==> src/rtl/att_core_sequencer.sv <==
// Buffers N token/bias pairs, replays them to the attention core as one enabled frame,
// then collects the core's results and drains them downstream with a last marker.
module att_core_sequencer #(
  parameter int unsigned DW      = 16,
  parameter int unsigned N       = 4,
  parameter int unsigned TIMEOUT = 64
) (
  input  logic          clk,
  input  logic          rstn,
  input  logic          s_valid_i,
  output logic          s_ready_o,
  input  logic [DW-1:0] s_data_i,
  input  logic [DW-1:0] s_bias_i,
  output logic          core_en_o,
  output logic [DW-1:0] core_att_o,
  output logic [DW-1:0] core_bias_o,
  input  logic          core_end_i,
  input  logic [DW-1:0] core_o_att_i,
  output logic          m_valid_o,
  input  logic          m_ready_i,
  output logic [DW-1:0] m_data_o,
  output logic          m_last_o,
  output logic          busy_o,
  output logic          err_timeout_o
);

  localparam int unsigned CW = $clog2(N) + 1;
  localparam int unsigned IW = $clog2(N);
  localparam int unsigned TW = $clog2(TIMEOUT);

  localparam logic [CW-1:0] NCnt    = CW'(N);
  localparam logic [CW-1:0] NLast   = CW'(N - 1);
  localparam logic [CW-1:0] CntOne  = CW'(1);
  localparam logic [TW-1:0] TmoLast = TW'(TIMEOUT - 1);
  localparam logic [TW-1:0] TmoOne  = TW'(1);

  typedef enum logic [1:0] {StLoad, StStream, StWait, StDrain} state_e;

  state_e              state_q, state_d;
  logic [CW-1:0]       wr_cnt_q, wr_cnt_d;
  logic [CW-1:0]       str_cnt_q, str_cnt_d;
  logic [CW-1:0]       res_cnt_q, res_cnt_d;
  logic [CW-1:0]       rd_cnt_q, rd_cnt_d;
  logic [TW-1:0]       tmo_cnt_q, tmo_cnt_d;
  logic [2*DW-1:0]     ibuf_q [N];
  logic [2*DW-1:0]     ibuf_d [N];
  logic [DW-1:0]       obuf_q [N];
  logic [DW-1:0]       obuf_d [N];
  logic                err_q, err_d;

  logic                s_ready_q, s_ready_d;
  logic                core_en_q, core_en_d;
  logic [DW-1:0]       core_att_q, core_att_d;
  logic [DW-1:0]       core_bias_q, core_bias_d;
  logic                m_valid_q, m_valid_d;
  logic [DW-1:0]       m_data_q, m_data_d;
  logic                m_last_q, m_last_d;
  logic                busy_q, busy_d;

  always_comb begin
    state_d   = state_q;
    wr_cnt_d  = wr_cnt_q;
    str_cnt_d = str_cnt_q;
    res_cnt_d = res_cnt_q;
    rd_cnt_d  = rd_cnt_q;
    tmo_cnt_d = tmo_cnt_q;
    ibuf_d    = ibuf_q;
    obuf_d    = obuf_q;
    err_d     = err_q;

    case (state_q)
      StLoad: begin
        if (s_valid_i && s_ready_q) begin
          ibuf_d[wr_cnt_q[IW-1:0]] = {s_data_i, s_bias_i};
          if (wr_cnt_q == '0) err_d = 1'b0;
          if (wr_cnt_q == NLast) begin
            state_d   = StStream;
            wr_cnt_d  = '0;
            str_cnt_d = '0;
            res_cnt_d = '0;
            rd_cnt_d  = '0;
            tmo_cnt_d = '0;
          end else begin
            wr_cnt_d = wr_cnt_q + CntOne;
          end
        end
      end
      StStream: begin
        // The core may finish early, so results are captured while streaming too.
        if (core_end_i && (res_cnt_q != NCnt)) begin
          obuf_d[res_cnt_q[IW-1:0]] = core_o_att_i;
          res_cnt_d = res_cnt_q + CntOne;
        end
        if (str_cnt_q == NLast) begin
          state_d   = (res_cnt_d == NCnt) ? StDrain : StWait;
          str_cnt_d = '0;
          tmo_cnt_d = '0;
        end else begin
          str_cnt_d = str_cnt_q + CntOne;
        end
      end
      StWait: begin
        if (core_end_i) begin
          obuf_d[res_cnt_q[IW-1:0]] = core_o_att_i;
          res_cnt_d = res_cnt_q + CntOne;
          tmo_cnt_d = '0;
          if (res_cnt_q == NLast) state_d = StDrain;
        end else if (tmo_cnt_q == TmoLast) begin
          err_d     = 1'b1;
          tmo_cnt_d = '0;
          if (res_cnt_q != '0) begin
            state_d = StDrain;
          end else begin
            state_d   = StLoad;
            res_cnt_d = '0;
          end
        end else begin
          tmo_cnt_d = tmo_cnt_q + TmoOne;
        end
      end
      StDrain: begin
        if (m_valid_q && m_ready_i) begin
          if (rd_cnt_q == res_cnt_q - CntOne) begin
            state_d   = StLoad;
            wr_cnt_d  = '0;
            str_cnt_d = '0;
            res_cnt_d = '0;
            rd_cnt_d  = '0;
            tmo_cnt_d = '0;
          end else begin
            rd_cnt_d = rd_cnt_q + CntOne;
          end
        end
      end
      default: state_d = StLoad;
    endcase

    // Outputs are registered from next-state values so they line up with the state they describe.
    s_ready_d   = (state_d == StLoad);
    core_en_d   = (state_d == StStream) || (state_d == StWait);
    core_att_d  = '0;
    core_bias_d = '0;
    if (state_d == StStream) {core_att_d, core_bias_d} = ibuf_d[str_cnt_d[IW-1:0]];
    m_valid_d = (state_d == StDrain);
    m_data_d  = '0;
    m_last_d  = 1'b0;
    if (state_d == StDrain) begin
      m_data_d = obuf_d[rd_cnt_d[IW-1:0]];
      m_last_d = (rd_cnt_d == res_cnt_d - CntOne);
    end
    busy_d = (state_d != StLoad);
  end

  always_ff @(posedge clk or negedge rstn) begin
    if (!rstn) begin
      state_q     <= StLoad;
      wr_cnt_q    <= '0;
      str_cnt_q   <= '0;
      res_cnt_q   <= '0;
      rd_cnt_q    <= '0;
      tmo_cnt_q   <= '0;
      err_q       <= 1'b0;
      s_ready_q   <= 1'b1;
      core_en_q   <= 1'b0;
      core_att_q  <= '0;
      core_bias_q <= '0;
      m_valid_q   <= 1'b0;
      m_data_q    <= '0;
      m_last_q    <= 1'b0;
      busy_q      <= 1'b0;
      for (int i = 0; i < N; i++) begin
        ibuf_q[i] <= '0;
        obuf_q[i] <= '0;
      end
    end else begin
      state_q     <= state_d;
      wr_cnt_q    <= wr_cnt_d;
      str_cnt_q   <= str_cnt_d;
      res_cnt_q   <= res_cnt_d;
      rd_cnt_q    <= rd_cnt_d;
      tmo_cnt_q   <= tmo_cnt_d;
      err_q       <= err_d;
      s_ready_q   <= s_ready_d;
      core_en_q   <= core_en_d;
      core_att_q  <= core_att_d;
      core_bias_q <= core_bias_d;
      m_valid_q   <= m_valid_d;
      m_data_q    <= m_data_d;
      m_last_q    <= m_last_d;
      busy_q      <= busy_d;
      ibuf_q      <= ibuf_d;
      obuf_q      <= obuf_d;
    end
  end

  assign s_ready_o     = s_ready_q;
  assign core_en_o     = core_en_q;
  assign core_att_o    = core_att_q;
  assign core_bias_o   = core_bias_q;
  assign m_valid_o     = m_valid_q;
  assign m_data_o      = m_data_q;
  assign m_last_o      = m_last_q;
  assign busy_o        = busy_q;
  assign err_timeout_o = err_q;

endmodule

==> config.mk <==
export PLATFORM = sky130hd
export DESIGN_NAME = att_core_sequencer
export DESIGN_NICKNAME = d
export VERILOG_FILES = /design/src/rtl/att_core_sequencer.sv
export SDC_FILE = /design/constraint.sdc
export NUM_CORES = 1
export LEC_CHECK = 0
export CAP_MARGIN = 25
export CORE_UTILIZATION = 50
export CTS_CLUSTER_DIAMETER = 150
export DETAILED_ROUTE_END_ITERATION = 7
export PLACE_DENSITY = 0.74
export SLEW_MARGIN = 20
export SYNTH_ARGS = -nofsm -noshare
export SYNTH_HDL_FRONTEND = slang
export SYNTH_SLANG_ARGS = --single-unit
==> constraint.sdc <==
create_clock -name clk -period 4 [get_ports clk]
set_clock_uncertainty 0.2 [all_clocks]
set_input_delay 0.6 -clock clk [delete_from_list [all_inputs] [get_ports clk]]
set_output_delay 0.6 -clock clk [all_outputs]
set_load 0.01 [all_outputs]
==> impl_results.md <==
* Share of layout cells above drive strength 1 at 20.1%
* Ys async rst share at 100%
* Vias in the first global route at 9,273
* CP dominant cell by count: ha_1
* Fin worst setup slack at 0.232 ns
* Clk sink count at 266
* Root buf cell: clkbuf_16
* P&R area growth vs syn at 20.7%
* DRC at 0
* 1st-iter DRT viols at 577
* Crit-path max cell delay at 0.51 ns
* Starting Density at 50.7%
* CP Launch Type: flop
* Setup Crit Path Kind: flop to flop
* I/O Pins at 107
* Clock Pin Slew Worst Setup and Hold Paths at 0.06 ns
* Primary FF master, synth: dfrtp_1
* Mapped Avg Cell Area at 11.6 um2
* RR Endpoint: core_bias_o[3]
* Peak supply drop at 0.411 mV
* Syn Std Cell Area at 12,300 um2
* First-pass GRT wire length at 49.0 mm
* Number of max-slew violations in the final report at 0
* Hold Path Sink: ibuf_q[63]
* Dpl ws at 0.0254 ns
* Netlist cell types at 61
* Layout Nets at 1,246
* H-tree depth at 1
* Max Freq at 0.265 GHz
* Sw power at 4.15 mW
* Unrepaired setup endpoints after global routing: no
* CP Max Fanout at 14
* Hold Path Cell Cnt at 1
* Clk pwr share at 22.8%
* Status: finished clean
* EDFF count, synth at 0
* Die X at 159 um
* WP depth at 13
* Final hold vios at 0
* Max-Cap Viols at 0
* Initial antenna violation count at 1
* Switching share of total power at 36.0%
* Core area at 24,200 um2
* Crit path max-delay family: compound AO/OA/AOI/OAI gates
* Min Clock Period, post-route at 3.77 ns
* Sequential fraction of the synthesis area at 54.1%
* Post-DRT Antenna Nets at 0
* Pwr Total at 11.5 mW
* Port Buffers at 106
* Final setup TNS at 0 ns
* DP HPWL at 18.4 mm
* Area leader, netlist: dfrtp_1
* Worst Max-Slew Pin Slew at 0.892 ns
* TritonCTS clock tree: yes
* R2r startpoint: res_cnt_q[1]
* Synthesized flop and latch total at 266
* 1st-pass router iterations at 6
* Synth top area share at 53.9%
* Setup violations, final at 0
* Top cells by area, synth: dfrtp_1, mux2_2, mux2i_1, a22o_1, a21oi_1
* Die ar. at 25,200 um2
* Register-to-Register Path Depth at 13
* Cell area after layout at 14,800 um2
* Worst-case clock buffer depth at 3
* Hold Crit Class: flop to flop
* WL/cell at 19.6 um
* Syn_nets at 1,135
* WHS at 0.287 ns
* Leakage at 6.93 nW
* GRT Residual Overflow at 0
* Min-Delay Startpoint: ibuf_q[63]
* Number of synthesis warnings at 0
* Gate power share at 43.1%
* WP data required at 4.26 ns
* Std cell rows at 57
* Final Cycle Share at 94.2%
* Critical path data arrival time at 4.03 ns
* Clock Latency Late Sink at 0.54 ns
* Routability cong. at 0.834
* Internal Power at 7.39 mW
* Reg power frac at 34.0%
* Power per cell area at 778 nW/um2
* Largest net degree at the start of global routing at 117
* Total global-route track usage at 24.0%
* Crit path capture type: flop
* Rel. slew slack at 40.6%
* Critical-path top delay cell: or3b_4
* Synthesized instance count at 1,061
* Final WL at 29.8 mm
* CTS buffer count at 28
* Post-DP Area at 13,900 um2
* Cells along the critical path: inv_1 -> ha_1 -> xor3_2 -> o41ai_4 -> o21ai_0 -> nand2_1 -> a21oi_1 -> a221oi_1 -> ha_1 -> or3b_4 -> buf_4 -> or2_1 -> o21ai_2
* Vias per std cell at 5.85
* Die Span Y at 159 um
* Crit path buffers/inverters at 2
* Vias at 8,881
* FF-to-FF setup slack at 0.23 ns
-- worst reg2reg max path, stage by stage (launching register included) --
cell,delay [ns]
dfrtp_1,0.38
inv_1,0.12
ha_1,0.20
xor3_2,0.37
o41ai_4,0.34
o21ai_0,0.23
nand2_1,0.12
a21oi_1,0.08
a221oi_1,0.31
ha_1,0.26
or3b_4,0.51
buf_4,0.19
or2_1,0.24
o21ai_2,0.12
-- repair_timing --
action,CTS,global route
buffers inserted,0,0
setup endpoints to repair,0,0
endpoints found under the hold margin,26,0
hold buffers,1,0
resized for setup,0,0
-- worst max path at each step --
stage	start	end	slack (ns)
after detailed placement	core_end_i	core_att_o[4]	0.03
after global routing	res_cnt_q[1]	core_bias_o[8]	0.06
after CTS	res_cnt_q[1]	core_bias_o[3]	0.26
after global placement	core_end_i	core_bias_o[10]	0.06
after floorplan	res_cnt_q[0]	core_att_o[7]	0.04
final	res_cnt_q[1]	core_bias_o[3]	0.23
-- power by group through the flow --
stage          logic (mW)  registers [mW]  clock network, mW
3_3_place_gp         4.80            3.94                  0
2_1_floorplan        3.43            3.92                  0
4_1_cts              4.97            3.93               2.69
3_5_place_dp         4.93            3.97                  0
6_report             4.98            3.93               2.64
5_1_grt              5.43            4.01               2.79
-- placed cells by master (no fill, tap or decap), drive strengths merged, types with 5 or more instances in the layout --
cell / netlist / layout
dfrtp: 265 / 265
a21oi: 110 / 110
clkdlybuf4s50: 0 / 105
mux2: 96 / 96
mux2i: 67 / 67
a22o: 64 / 64
inv: 49 / 49
o21ai: 49 / 49
buf: 17 / 48
nor2: 42 / 42
clkbuf: 56 / 42
and3: 36 / 36
or2: 35 / 35
or4: 32 / 32
nand2: 30 / 30
ha: 21 / 21
o22ai: 17 / 17
nand3: 9 / 9
and2: 8 / 8
clkinv: 0 / 6
xnor2: 5 / 5
nor2b: 5 / 5
-- cell usage after synthesis, drive strengths merged, types with 2 or more instances --
cell and instances:
mux2 96, nor3b 2, and3 36, o32ai 2, dfrtp 265, o41ai 2
or4 32, and2 8, mux2i 67, nor3 4, or3 2, clkbuf 56
o21ai 49, a31oi 2, or2 35, nand3 9, xor2 2, nand2 30
ha 21, xnor2 5, nor2b 5, a21oi 110, inv 49, nor2 42
o22ai 17, a32o 4, o31ai 3, a21boi 4, a221o 2, a22o 64
buf 17, nand2b 4
-- stage by stage --
| step | util (%) | cells |
|---|---|---|
| 2_1_floorplan | - | 1061 |
| 3_3_place_gp | 57.3 | 1465 |
| 3_5_place_dp | 57.3 | 1465 |
| 4_1_cts | 61.2 | 1516 |
| 5_1_grt | 61.2 | 1516 |
| 6_report | 61.2 | 1517 |
-- registers in the layout (all words and copies together) (netlist names), 2 cells and up --
signal,cells
rd_cnt_q,3
wr_cnt_q,3
str_cnt_q,3
ibuf_q,128
core_att_o,16
res_cnt_q,3
tmo_cnt_q,6
core_bias_o,16
obuf_q,64
state_q,2
m_data_o,16
-- cell families after synthesis --
family	synth area share [%]
AOI/OAI and AO/OA	14.9
DFF	54.1
and+or+nand+nor	9.78
muxes	14.2
buffers and inverters	4.13
adders and majority gates	2.14
xor gates and xnor gates	0.702
-- per-layer routing --
metal  part of all wire [%]  GRT usage (%)
met4                    2.2           7.26
met2                     49           40.4
met3                    5.0           3.40
met1                     44           32.2
met5                      0              0
-- final cells by class --
type	count	area [um2]
well taps	324	405
clock buffers	42	855
clock inverters	8	90.1
inverters	49	184
diodes	1	2.50
multi-input cells	673	5160
flip-flops and latches	266	6660
repair buffers	154	1490
fillers	1936	9400
No activity file was read; power rests on OpenSTA's default activity.
